### config.mk
export PLATFORM = sky130hd
export DESIGN_NAME = ctrl_sequencer
export DESIGN_NICKNAME = d
export VERILOG_FILES = /design/src/rtl/ctrl_pkg.sv /design/src/rtl/ctrl_decode.sv /design/src/rtl/ctrl_sequencer.sv
export SDC_FILE = /design/constraint.sdc
export NUM_CORES = 1
export LEC_CHECK = 0
export BUFFER_PORTS_ARGS = -buffer_cell sky130_fd_sc_hd__buf_2
export CAP_MARGIN = 10
export CORE_MARGIN = 2
export CORE_UTILIZATION = 40
export CTS_BUF_LIST = sky130_fd_sc_hd__clkbuf_4
export CTS_CLUSTER_DIAMETER = 40
export CTS_CLUSTER_SIZE = 40
export DETAILED_ROUTE_END_ITERATION = 10
export GPL_ROUTABILITY_DRIVEN = 0
export PLACE_DENSITY = 0.7
export SYNTH_ARGS = -nofsm -noshare
export SYNTH_HDL_FRONTEND = slang
export SYNTH_SLANG_ARGS = --single-unit
export TNS_END_PERCENT = 100
### constraint.sdc
create_clock -name clk -period 2.6 [get_ports clk]
set_clock_uncertainty 0.1 [all_clocks]
set_input_delay 0.52 -clock clk [delete_from_list [all_inputs] [get_ports clk]]
set_output_delay 0.52 -clock clk [all_outputs]
set_load 0.05 [all_outputs]
### src/rtl/ctrl_pkg.sv
// ctrl_pkg: shared definitions for the multi-cycle control sequencer.
//   state_t   - sequencer states (IDLE, C0, C1)
//   strobes_t - single-bit datapath strobes produced by ctrl_decode
//   CLS_*     - opcode-class patterns on the upper instruction bits
//   is_two_cycle / is_mem - instruction class helpers
package ctrl_pkg;

  typedef enum logic [1:0] {
    ST_IDLE = 2'd0,
    ST_C0   = 2'd1,
    ST_C1   = 2'd2
  } state_t;

  // Opcode classes, matched against ir[7:6] or ir[7:5]
  localparam logic [1:0] CLS_MEM    = 2'b10;   // ir[7:6]: load/store
  localparam logic [1:0] CLS_ALU    = 2'b01;   // ir[7:6]: single-cycle ALU
  localparam logic [2:0] CLS_JUMP   = 3'b111;  // ir[7:5]
  localparam logic [2:0] CLS_SIMPLE = 3'b000;  // ir[7:5]
  localparam logic [2:0] CLS_SP     = 3'b001;  // ir[7:5]

  typedef struct packed {
    logic m;
    logic s;
    logic j;
    logic lj;
    logic cli;
    logic ljr;
    logic mw;
    logic mc;
    logic rd;
    logic wr;
    logic y;
    logic wa;
    logic isp;
    logic wc;
  } strobes_t;

  function automatic logic is_two_cycle(input logic [7:0] ir);
    return ir[7];
  endfunction

  function automatic logic is_mem(input logic [7:0] ir);
    return ir[7:6] == CLS_MEM;
  endfunction

endpackage

### src/rtl/ctrl_decode.sv
// ctrl_decode: pure combinational instruction decoder.
// Ports:
//   i_ir    [7:0]        instruction register
//   i_cycle              0 = C0, 1 = C1
//   i_carry              carry flag for conditional jump
//   o_strb  strobes_t    raw single-bit strobes (ungated)
//   o_rs    [RS_W-1:0]   register select
//   o_alu   [3:0]        ALU op
//   o_sig   [2**SEL_W-1:0] one-hot signal strobe
module ctrl_decode
  import ctrl_pkg::*;
#(
  parameter int unsigned SEL_W = 3,
  parameter int unsigned RS_W  = 2
) (
  input  logic [7:0]            i_ir,
  input  logic                  i_cycle,
  input  logic                  i_carry,
  output strobes_t              o_strb,
  output logic [RS_W-1:0]       o_rs,
  output logic [3:0]            o_alu,
  output logic [2**SEL_W-1:0]   o_sig
);

  logic w_c0;
  logic w_c1;
  logic w_m;
  logic w_jtype;
  logic w_simple;
  logic w_lj;
  logic w_isalu;
  logic w_isp;
  logic w_issig;

  assign w_c0     = ~i_cycle;
  assign w_c1     = i_cycle;
  assign w_m      = (i_ir[7:6] == CLS_MEM) & w_c1;
  assign w_jtype  = (i_ir[7:5] == CLS_JUMP);
  assign w_simple = (i_ir[7:5] == CLS_SIMPLE);
  assign w_isp    = (i_ir[7:5] == CLS_SP);
  assign w_lj     = w_simple & i_ir[4] & ~i_ir[3];
  // Register-form ALU ops in C0, or immediate-form ALU result in C1
  assign w_isalu  = (i_ir[7:6] == CLS_ALU) | (w_c1 & i_ir[6] & ~i_ir[5]);
  assign w_issig  = w_simple & i_ir[4] & i_ir[3] & w_c0;

  assign o_strb.m   = w_m;
  assign o_strb.s   = i_ir[4];
  assign o_strb.j   = w_jtype & w_c1 & ~(i_ir[4] & i_carry);
  assign o_strb.lj  = w_lj;
  assign o_strb.cli = w_lj & i_ir[1];
  assign o_strb.ljr = w_lj & i_ir[2];
  assign o_strb.mw  = w_m & i_ir[5];
  assign o_strb.mc  = i_ir[7] & w_c0;
  assign o_strb.rd  = w_simple & ~i_ir[4] & i_ir[2];
  assign o_strb.wr  = w_simple & ~i_ir[4] & i_ir[3];
  assign o_strb.y   = i_ir[5];
  assign o_strb.wa  = (w_m & ~i_ir[5]) | (w_isalu & ~(i_ir[4] & ~i_ir[3]));
  assign o_strb.isp = w_isp;
  assign o_strb.wc  = i_ir[4] & (w_isalu | w_isp);

  assign o_rs     = i_ir[RS_W-1:0];
  assign o_alu[3] = i_ir[6] ? i_ir[3] : ~i_ir[7];
  assign o_alu[2:0] = i_ir[2:0] & {3{i_ir[6]}};

  always_comb begin
    o_sig = '0;
    if (w_issig) o_sig[i_ir[SEL_W-1:0]] = 1'b1;
  end

endmodule

### src/rtl/ctrl_sequencer.sv
// ctrl_sequencer: multi-cycle CPU control unit. Holds the instruction register,
// the IDLE/C0/C1 state and the memory wait counter; accepts instructions over a
// valid/ready handshake and drives the datapath strobes.
// Ports:
//   clk, rst_n (async, active low)
//   inst[7:0], inst_valid, inst_ready   fetch handshake
//   carry, mem_ready                    condition / memory completion
//   cycle, busy, timeout                sequencer status
//   M,S,J,LJ,CLI,LJR,MW,MC,RD,WR,Y,WA,ISP,WC, RS, ALU, SIG   datapath strobes
module ctrl_sequencer
  import ctrl_pkg::*;
#(
  parameter int unsigned SEL_W  = 3,
  parameter int unsigned WAIT_W = 4,
  parameter int unsigned RS_W   = 2
) (
  input  logic                clk,
  input  logic                rst_n,
  input  logic [7:0]          inst,
  input  logic                inst_valid,
  output logic                inst_ready,
  input  logic                carry,
  input  logic                mem_ready,
  output logic                cycle,
  output logic                busy,
  output logic                timeout,
  output logic                M,
  output logic                S,
  output logic                J,
  output logic                LJ,
  output logic                CLI,
  output logic                LJR,
  output logic                MW,
  output logic                MC,
  output logic                RD,
  output logic                WR,
  output logic                Y,
  output logic                WA,
  output logic                ISP,
  output logic                WC,
  output logic [RS_W-1:0]     RS,
  output logic [3:0]          ALU,
  output logic [2**SEL_W-1:0] SIG
);

  state_t              r_state;
  state_t              w_next;
  logic [7:0]          r_ir;
  logic [WAIT_W-1:0]   r_wait;

  logic                w_ready;
  logic                w_accept;
  logic                w_active;
  logic                w_cycle;
  logic                w_commit;
  logic                w_timeout;
  logic                w_complete;

  strobes_t            w_raw;
  strobes_t            w_strb;
  logic [RS_W-1:0]     w_rs;
  logic [3:0]          w_alu;
  logic [2**SEL_W-1:0] w_sig;

  ctrl_decode #(
    .SEL_W (SEL_W),
    .RS_W  (RS_W)
  ) u_decode (
    .i_ir    (r_ir),
    .i_cycle (w_cycle),
    .i_carry (carry),
    .o_strb  (w_raw),
    .o_rs    (w_rs),
    .o_alu   (w_alu),
    .o_sig   (w_sig)
  );

  assign w_complete = ~is_mem(r_ir) | mem_ready;
  assign w_accept   = inst_valid & w_ready;

  always_comb begin
    w_next    = r_state;
    w_ready   = 1'b0;
    w_active  = 1'b0;
    w_cycle   = 1'b0;
    w_commit  = 1'b0;
    w_timeout = 1'b0;
    unique case (r_state)
      ST_IDLE: begin
        w_ready = 1'b1;
        if (inst_valid) w_next = ST_C0;
      end
      ST_C0: begin
        w_active = 1'b1;
        if (is_two_cycle(r_ir)) begin
          w_next = ST_C1;
        end else begin
          w_ready  = 1'b1;
          w_commit = 1'b1;
          w_next   = inst_valid ? ST_C0 : ST_IDLE;
        end
      end
      ST_C1: begin
        w_active = 1'b1;
        w_cycle  = 1'b1;
        if (w_complete) begin
          w_ready  = 1'b1;
          w_commit = 1'b1;
          w_next   = inst_valid ? ST_C0 : ST_IDLE;
        end else if (r_wait == '1) begin
          // Wait budget exhausted: abandon the access without committing
          w_timeout = 1'b1;
          w_next    = ST_IDLE;
        end
      end
      default: w_next = ST_IDLE;
    endcase
  end

  always_ff @(posedge clk or negedge rst_n) begin
    if (!rst_n) begin
      r_state <= ST_IDLE;
      r_ir    <= '0;
      r_wait  <= '0;
    end else begin
      r_state <= w_next;
      if (w_accept) r_ir <= inst;
      if (r_state == ST_C1 && !w_complete && !w_timeout)
        r_wait <= r_wait + WAIT_W'(1);
      else
        r_wait <= '0;
    end
  end

  // Level strobes follow the state; register/memory writes only fire in the
  // cycle the instruction retires so a stall or timeout never writes twice.
  always_comb begin
    w_strb = w_active ? w_raw : '0;
    if (!w_commit) begin
      w_strb.mw = 1'b0;
      w_strb.wa = 1'b0;
      w_strb.wc = 1'b0;
    end
  end

  assign inst_ready = w_ready;
  assign cycle      = w_cycle;
  assign busy       = w_active;
  assign timeout    = w_timeout;

  assign M   = w_strb.m;
  assign S   = w_strb.s;
  assign J   = w_strb.j;
  assign LJ  = w_strb.lj;
  assign CLI = w_strb.cli;
  assign LJR = w_strb.ljr;
  assign MW  = w_strb.mw;
  assign MC  = w_strb.mc;
  assign RD  = w_strb.rd;
  assign WR  = w_strb.wr;
  assign Y   = w_strb.y;
  assign WA  = w_strb.wa;
  assign ISP = w_strb.isp;
  assign WC  = w_strb.wc;

  assign RS  = w_active ? w_rs  : '0;
  assign ALU = w_active ? w_alu : '0;
  assign SIG = w_active ? w_sig : '0;

endmodule

==> summary.md <==
| Metric | Value |
|---|---|
| Outcome | finished clean |
| Final worst path period share | 96.35% |
| Final setup TNS | 0 ps |
| Ys Warns | 0 |
| Antenna Nets Post-Route | 0 |
| Grt peak-use layer | met2 |
| Asr flop ratio synth | between 90% and 100% |
| Critical Path AT | 1880 ps |
| Final Max Tran Viols | 0 |
| Seq cells post-synth | 14 |
| Main area contributors after synthesis | dfrtp_1, mux2_2, ha_1 |
| Total core area | 0.002255 sq mm |
| Netlist cell types | 36 |
| P&R area growth vs syn | 54.98% |
| Die area | about 0.0028 sq mm |
| Slew @ Worst Pin | 393.0 ps |
| Met2 Resource Use GR | between 30% and 40% |
| Vias in the first global route | 846 |
| Post-synth top area cell | dfrtp_1 |
| Port bufs | 44 |
| Total wire length | 2.519 mm |
| Initial antenna violation count | 0 |
| Detailed-router iteration count before antenna repair | 4 |
| WL per Instance | 13.62 um |
| Final Setup Violations | 0 |
| Final Hold Viols | 0 |
| Critical path class | flip-flop to output pin |
| Boundary pin count | 45 |
| Synth top area share | a little over a third |
| Ys flop type | dfrtp_1 |
| CP Buf/Inv Count | 3 |
| First-pass GRT wire length | ~4.0 mm |
| Startpoint types | flip-flop |
| Ant diodes | 0 |
| CTS HTree Levels | 1 |
| Largest stage delay, worst path | between 300 and 400 ps |
| Clock insertion delay at the later pin of the skew report | 260 ps |
| GRT Overall Usage | a little under a fifth |
| Crit path max-delay family | simple AND/OR/NAND/NOR gates |
| CTS clk-pin slew, worst paths | around 70 ps |
| Fmax | between 300 and 400 MHz |
| Max VDD drop | about 0.83 mV |
| Hold Buf Count CTS | 0 |
| Leakage | ~0.73 nW |
| Max-cap violations | 0 |
| CTS tree | yes |
| Num Clock Sinks | 14 |
| Pin count of the biggest net entering global routing | 16 |
| Seq/Total Area, Yosys | around 36% |
| Worst relative slew slack | between 70% and 80% |
| Gr ovfl total | 0 |
| CTS buffer count | 3 |
| Nets | between 150 and 200 |
| Grt met1 use | between 20 and 30% |
| Critical-path maximum fanout | 4 |
| CP Capture Type | output pin |
| Via density | about 5 |
| Post-Syn Nets | 120 |
| Final setup margin | 95.02 ps |
| Share of cells above drive strength 1 | between 60% and 70% |
| Synthesized area per cell | approximately 9.5 sq um |
| EDFF count, synth | 0 |
| CP required | between 1500 and 2000 ps |
| # DRC | 0 |
| Met3 usage | between 1.5 and 2% |
| Fin area | about 0.0015 sq mm |
| Die Y | about 53 um |
| Final non-filler cell total | between 150 and 200 |
| Hold Crit Class | input port to async pin |
| Count leader, synth | nor2_1 |
| RSZ-0062 raised after global routing | yes |
| Post-synthesis cell count | 102 |
| Vias | 950 |
| Iter 0 DRT Violations | 8 |
| Most Frequent Cell on Critical Path | buf_6 |
| Most common library cells after synthesis | nor2_1, dfrtp_1, mux2_2 |
| Area after DPL | roughly 0.0014 sq mm |
| Crit path max-delay cell type | dfrtp_1 |
| Placed Cells | about 180 |
| Starting Density | 42.90% |
| Power per cell area | 1371 mW/mm^2 |
| DP HPWL | 2.013 mm |
| Crit path cell chain | inv_2 -> ha_4 -> nor4b_4 -> nand4b_1 -> buf_6 -> nor3_4 -> buf_6 |
| Maximum root-to-sink buffer count | 2 |
| Dpl ws | roughly 120 ps |
| Post-Synthesis Cell Area | approximately 970 sq um |
| Die W | between 50 and 60 um |
| Period minus WS final | 2505 ps |
| Root buffer cell | clkbuf_4 |
| Rows | 17 |
timing repair:
action | 4_1_cts | 5_1_grt
resized for setup | 5 | 18
pin swaps | 1 | 3
endpoints found under the setup margin | 11 | 14
setup buffers | 2 | 3
hold endpoints to repair | 0 | 0
state kept, by name, summed over array words and instances (netlist names):
signal,cells
r_state,2
r_ir,8
r_wait,4
through the flow:
| step | utilization [%] | hold slack (ps) | total power [mW] |
|---|---|---|---|
| floorplan | - | 124.4 | 1.618 |
| global placement | 61.76 | 322.3 | 1.866 |
| detailed placement | 61.76 | 320.0 | 1.900 |
| CTS | 64.04 | 27.66 | 2.023 |
| global route | 66.48 | 30.17 | 2.187 |
| finish | 66.48 | 31.95 | 2.054 |
cell families after synthesis:
kind of cell	count (synthesis)	share of synthesized area [%]
adder cells (fa/ha/maj)	5	6.468
XOR/XNOR	2	1.811
buffers and inverters	8	4.269
AND/OR/NAND/NOR	54	31.31
flip-flops	14	36.22
multiplexers	9	10.35
AO/OA/AOI/OAI	10	9.574
final cells by class:
cell class                 count  area [sq um]
tap                           28         35.03
inverter                       5         18.77
fill                         196         755.7
sequential                    14         350.3
multi-input combinational     80         723.2
timing repair buffer          55         349.1
clock buffer                   3         22.52
worst reg2reg max path, delay by kind of cell (launching register included):
family	cells	cell delay, ps
adder cells (fa/ha/maj)	1	240
AND/OR/NAND/NOR	1	110
buffers and inverters	2	320
AO/OA/AOI/OAI	1	380
multiplexers	1	340
flip-flops	1	410
cell usage in the layout, fill, tap and decap left out, types with 2 or more instances in the layout:
master    count
buf_2        33
buf_4        15
dfrtp_1      14
mux2_2        8
nand2_1       7
nor2_4        7
nor2_1        6
clkbuf_4      5
buf_6         5
and3_1        4
and2_1        4
and2_2        3
inv_1         3
ha_1          3
inv_2         2
nand3_1       2
nor2_2        2
nor2b_1       2
nand2b_1      2
nor3_4        2
and3_2        2
o21ai_0       2
where the power goes:
group,switching (mW),internal [mW]
combinational,0.964,0.519
sequential,0.164,0.298
clock,0.0551,0.0534
final timing paths:
path	start	end	slack [ps]	cells past startpoint
min in group clk	r_wait[0]	r_wait[0]	370	1
max reg2reg	r_state[0]	r_ir[6]	590	6
min reg2reg	r_wait[0]	r_wait[0]	370	1
min	rst_n	r_wait[1]	30	1
max	r_state[0]	SIG[0]	100	7
max in group asynchronous	rst_n	r_ir[1]	2140	1
routing by layer:
layer	up-vias	part of all wire (%)
li1	471	-
met1	452	45
met2	27	49
met3	0	5.0
met4	0	0
met5	-	0
No activity file was read; power rests on OpenSTA's default activity.
